$ cat src/rtl/invsqrt_sched.sv
// invsqrt_sched: round-robin scheduler sharing one InvertSQRoot pipeline among NUM_REQ requesters.
// Define INVSQ_SCHED_CHECK_EN to add the sticky err output flagging a tail result without DataValid.
module invsqrt_sched #(
    parameter int NUM_REQ = 4,
    parameter int LATENCY = 8,
    parameter int TAG_W   = 2
) (
    input  logic                  clk,
    input  logic                  rst,
    input  logic [NUM_REQ-1:0]    req_valid,
    input  logic [32*NUM_REQ-1:0] req_data,
    output logic [NUM_REQ-1:0]    req_ready,
    output logic [NUM_REQ-1:0]    res_valid,
    output logic [31:0]           res_data,
    input  logic [NUM_REQ-1:0]    res_ready,
    output logic                  sq_ce,
    output logic [31:0]           sq_data_in,
    input  logic [31:0]           sq_data_out,
    input  logic                  sq_data_valid,
    output logic [3:0]            inflight,
    output logic                  idle
`ifdef INVSQ_SCHED_CHECK_EN
    ,
    output logic                  err
`endif
);

    logic [LATENCY-1:0] v_q, v_d;
    logic [TAG_W-1:0]   tag_q [LATENCY];
    logic [TAG_W-1:0]   tag_d [LATENCY];
    logic [TAG_W-1:0]   rr_ptr_q, rr_ptr_d;
    logic [3:0]         inflight_q, inflight_d;
    logic               tail_v, tail_rdy, res_fire, gnt_any;
    logic [TAG_W-1:0]   tail_tag, gnt_idx;

    assign tail_v   = v_q[LATENCY-1];
    assign tail_tag = tag_q[LATENCY-1];

    always_comb begin
        tail_rdy = 1'b0;
        for (int i = 0; i < NUM_REQ; i++)
            tail_rdy = (tail_tag == TAG_W'(i)) ? res_ready[i] : tail_rdy;
        sq_ce    = ~(tail_v & ~tail_rdy);
        res_fire = tail_v & tail_rdy;
    end

    // Lowest distance from rr_ptr wins: later (smaller k) matches overwrite earlier ones.
    always_comb begin
        gnt_any = 1'b0;
        gnt_idx = '0;
        for (int k = NUM_REQ - 1; k >= 0; k--)
            for (int i = 0; i < NUM_REQ; i++)
                if (req_valid[i] && ((int'(rr_ptr_q) + k) % NUM_REQ) == i) begin
                    gnt_any = 1'b1;
                    gnt_idx = TAG_W'(i);
                end
        gnt_any = gnt_any & sq_ce & ~rst;
    end

    always_comb begin
        req_ready  = '0;
        res_valid  = '0;
        sq_data_in = '0;
        for (int i = 0; i < NUM_REQ; i++) begin
            req_ready[i] = gnt_any & (gnt_idx == TAG_W'(i));
            res_valid[i] = tail_v & (tail_tag == TAG_W'(i));
            sq_data_in   = req_ready[i] ? req_data[32*i +: 32] : sq_data_in;
        end
    end

    assign res_data = sq_data_out;
    assign inflight = inflight_q;
    assign idle     = (inflight_q == 4'd0) & ~|req_valid;

    always_comb begin
        v_d   = v_q;
        tag_d = tag_q;
        if (sq_ce) begin
            for (int k = LATENCY - 1; k > 0; k--) begin
                v_d[k]   = v_q[k-1];
                tag_d[k] = tag_q[k-1];
            end
            v_d[0]   = gnt_any;
            tag_d[0] = gnt_idx;
        end
        rr_ptr_d   = !gnt_any ? rr_ptr_q :
                     (gnt_idx == TAG_W'(NUM_REQ - 1)) ? '0 : gnt_idx + 1'b1;
        inflight_d = (gnt_any & ~res_fire & (inflight_q < 4'(LATENCY))) ? inflight_q + 4'd1 :
                     (~gnt_any & res_fire & (inflight_q != 4'd0)) ? inflight_q - 4'd1 : inflight_q;
    end

    always_ff @(posedge clk or posedge rst) begin
        if (rst) begin
            v_q        <= '0;
            rr_ptr_q   <= '0;
            inflight_q <= '0;
            for (int k = 0; k < LATENCY; k++)
                tag_q[k] <= '0;
        end else begin
            v_q        <= v_d;
            tag_q      <= tag_d;
            rr_ptr_q   <= rr_ptr_d;
            inflight_q <= inflight_d;
        end
    end

`ifdef INVSQ_SCHED_CHECK_EN
    logic err_q, err_d;

    always_comb begin
        err_d = err_q | (sq_ce & tail_v & ~sq_data_valid);
    end

    always_ff @(posedge clk or posedge rst) begin
        if (rst)
            err_q <= 1'b0;
        else
            err_q <= err_d;
    end

    assign err = err_q;
`else
    logic unused_sq_data_valid;
    assign unused_sq_data_valid = sq_data_valid;
`endif

endmodule

$ cat config.mk
export PLATFORM = sky130hd
export DESIGN_NAME = invsqrt_sched
export DESIGN_NICKNAME = d
export VERILOG_FILES = /design/src/rtl/invsqrt_sched.sv
export SDC_FILE = /design/constraint.sdc
export NUM_CORES = 1
export LEC_CHECK = 0
export ABC_AREA = 1
export CORE_UTILIZATION = 33
export CTS_BUF_LIST = sky130_fd_sc_hd__clkbuf_8
export DETAILED_ROUTE_END_ITERATION = 12
export PLACE_DENSITY = 0.81
export REMOVE_ABC_BUFFERS = 1
export SLEW_MARGIN = 20
export SYNTH_ARGS = -nofsm -noshare
export SYNTH_HDL_FRONTEND = slang
export SYNTH_SLANG_ARGS = --single-unit
$ cat constraint.sdc
create_clock -name clk -period 3.2 [get_ports clk]
set_input_delay 0.48 -clock clk [delete_from_list [all_inputs] [get_ports clk]]
set_output_delay 0.48 -clock clk [all_outputs]
set_load 0.01 [all_outputs]
==> metrics.cfg <==
[logic_synthesis]
yosysTopAreaCell = dfrtp_1
synth.top_cell.area_share_pct = 25.90
synth_edf_count = 0
yosys_warnings = 0
yosysSeqAreaShare_pct = 25.90
yosys-top-cells-area = dfrtp_1 26%, nand2_1 23%, buf_4 9.8%
async_flop_share_pct = 100.0
avgSynthCellArea_um2 = 6.221
synth_cell_types = 24
synth-seq-cells = 30
synth_cells = 466
synth_common_cells = 174 x nand2_1, 54 x nand3_1, 45 x nor2_1
synth_most_common_cell = nand2_1
syn_area_mm2 = 0.002899
ys.flop_type = dfrtp_1

[power]
clkPwrFrac_pct = 5.7
power_uw = 5476
p_comb_share_pct = 81.1
seqPwrFrac_pct = 13.3
cellPowerDensity_mw_per_mm2 = 1006
leakagePower_uw = 0.002607
vdd_drop_max_mv = 0.5408
switching_share_pct = 46.43
internal_power_uw = 2933
power_switching_uw = 2542

[critical_path]
cpPeakStageDelay_ps = 430
rrSetupSlack_ps = -150
crit_path_end_kind = output pin
cpMostUsedCell = nand2_1
r2r_cells = 31
rr_startpoint = rr_ptr_q[1]
crit_slowest_cell = dfrtp_1
cp_num_buf_inv = 6
required_ps = 2720
critPathKind = register to output pin
r2r-end = rr_ptr_q[0]
critPathTopFamily = simple AND/OR/NAND/NOR gates
crit_arrival_ps = 2910
start_kind = register
cp_max_fo = 7
cp_cell_sequence = buf_6, nand3_2, nand2_1, nand2_1, nand2_1, nand2_1, nand2_1, nand2_1, nand2_1, nand2_1, nand2_1, nand2_1, nand2_1, nand2_2, nand2_4, buf_4, buf_4, ha_4, nand2_4, buf_6, clkbuf_16, nor2_1, a31oi_1, buf_2

[die]
die-area_mm2 = 0.009164
die_h_um = 95.73
start_util_pct = 34.76
die_width_um = 95.73
core_mm2 = 0.008341
ioPinCount = 249
core.rowCount = 33

[timing]
worst_hold_slack_ps = 474.2
post-route-period-util_pct = 106.0
period_needed_ps = 3393
worst_slack_ps = -192.7
max_slew.worst_pin.slew_ps = 374.9
fin_skew_ps = 4.131
max_slew_margin_pct = 75.01
fmax_mhz = 294.8
rsz0062_at_grt = true
hold_viol = 0
slew_violations = 0
report.final.setup_viol = 33

[finish]
diodes = 0
fin_nets = 852
area_delta_synth_final_pct = 87.70
layout-drive-gt1-share_pct = 23.56
fill_cells = 664
multi_input_area_mm2 = 0.001790
regArea_um2 = 752.0
fin_area_mm2 = 0.005441

[route]
wire_per_inst_um = 18.51
dr.pass1.iters = 4
vias = 4190
vias_per_cell = 5.372
ant_nets = 0
wl_mm = 14.44
drtIter0Drc = 255
drcViolationCount = 0

[place]
post-dp-hpwl_mm = 9.576
pre_cts_slack_ps = -601.1
port_buffers = 183
gp_congestion = 0.8624
dpl-instance-area_mm2 = 0.004850

[cts]
cts.clk_slew.worst_paths_ps = 60
htreeDepth = 2
cts_root_buffer = clkbuf_8
cts_buffer_depth = 2
cts_hold_buf = 0
cts_sinks = 30
cts_tree = done
clk_latency_ps = 280
cts-buffers-inserted = 5

[global_routing]
grt_usage_pct = 27.04
grt_first_pass_wirelength_mm = 18.63
grt_antenna_before_repair = 0
grt_pass1_vias = 3681
gr-total-overflow = 0
grt_max_degree = 41

[min_path]
hold_class = register to register
hp-start = v_q[6]
holdPathStages = 2
worstHoldEndpoint = v_q[7]

[outcome]
status = finished, violations left
failed_checks = negative setup slack

[job]
drv_cap = 0

-- power by group through the flow --
stage	Clock, µW	Combinational [µW]	Sequential [µW]
2_1_floorplan	0	1740	706
3_3_place_gp	0	3530	710
3_5_place_dp	0	3630	722
4_1_cts	314	3950	718
5_1_grt	330	4790	749
6_report	310	4440	726
-- tightest hold or removal path: stages (launching register included) --
cell and delay [ps]:
dfrtp_1 330, inv_1 50, nand2_1 60
-- routing by layer --
layer | vias up | global-route usage, % | part of all wire, % | routed length (µm)
met4 | 0 | 8.582 | 3.5 | 503
met3 | 52 | 10.58 | 11 | 1610
met1 | 1964 | 33.01 | 38 | 5458
met5 | - | 2.976 | 0 | 0
met2 | 270 | 43.39 | 48 | 6868
li1 | 1904 | - | - | -
-- sequential cells by signal, indices dropped and copies added, names as in the netlist --
| register | count |
|---|---|
| v_q | 8 |
| inflight | 4 |
| tail_tag | 2 |
| tag_q | 14 |
| rr_ptr_q | 2 |
-- worst max-delay path by stage --
| stage | start | endpoint | slack [ps] | cells past startpoint |
|---|---|---|---|---|
| global placement | req_valid[1] | sq_data_in[27] | -540 | 24 |
| CTS | rr_ptr_q[1] | sq_data_in[15] | -120 | 25 |
| floorplan | rst | sq_data_in[0] | -230 | 5 |
| finish | rr_ptr_q[1] | sq_data_in[27] | -190 | 24 |
| detailed placement | req_valid[1] | sq_data_in[29] | -600 | 24 |
| global route | rr_ptr_q[1] | sq_data_in[26] | -400 | 26 |
-- cell usage in the layout (no fill, tap or decap), types with 7 or more instances in the layout --
cell             Yosys  final
a21oi_1              8      8
a31oi_1             32     30
buf_12               0      9
buf_2               14     32
buf_4               38     44
buf_6                0     13
clkdlybuf4s50_1      0    143
dfrtp_1             30     29
inv_1               23     17
nand2_1            174    165
nand2_2              0      7
nand3_1             54     49
nor2_1              45     44
o21ai_0             14     14
-- layout make-up --
| class | instances | share of cell area (%) |
|---|---|---|
| Clock inverter | 2 | 0.1610 |
| Clock buffer | 6 | 1.518 |
| Timing Repair Buffer | 259 | 47.21 |
| Multi-Input combinational cell | 352 | 32.90 |
| Tap cell | 105 | 2.414 |
| Inverter | 26 | 1.977 |
| Sequential cell | 30 | 13.82 |
-- timing repair --
item / 4_1_cts / 5_1_grt
hold endpoints to repair: 0 / 0
cloned: 6 / 5
resized for setup: 156 / 51
setup buffers: 20 / 13
setup endpoints to repair: 36 / 37
pin swaps: 12 / 18
-- cells by family (layout without fill, tap and decap cells) --
| family | after synthesis | in the layout | share of synthesized area (%) |
|---|---|---|---|
| AO/OA/AOI/OAI | 55 | 55 | 11.01 |
| XOR/XNOR | 3 | 3 | 0.9065 |
| adder cells (fa/ha/maj) | 7 | 7 | 3.280 |
| buffers and inverters | 84 | 293 | 16.40 |
| flip-flops | 30 | 30 | 25.90 |
| multiplexers | 5 | 5 | 1.942 |
| AND/OR/NAND/NOR | 282 | 282 | 40.57 |
-- metrics by stage --
step           instances  utilization [%]  TNS (ps)
3_5_place_dp         731            58.15    -18580
2_1_floorplan        408                -     -7466
5_1_grt              780            65.24    -10160
4_1_cts              765            62.05     -2491
3_3_place_gp         731            58.15    -15650
6_report             780            65.24     -4133
No activity file was read; power rests on OpenSTA's default activity.
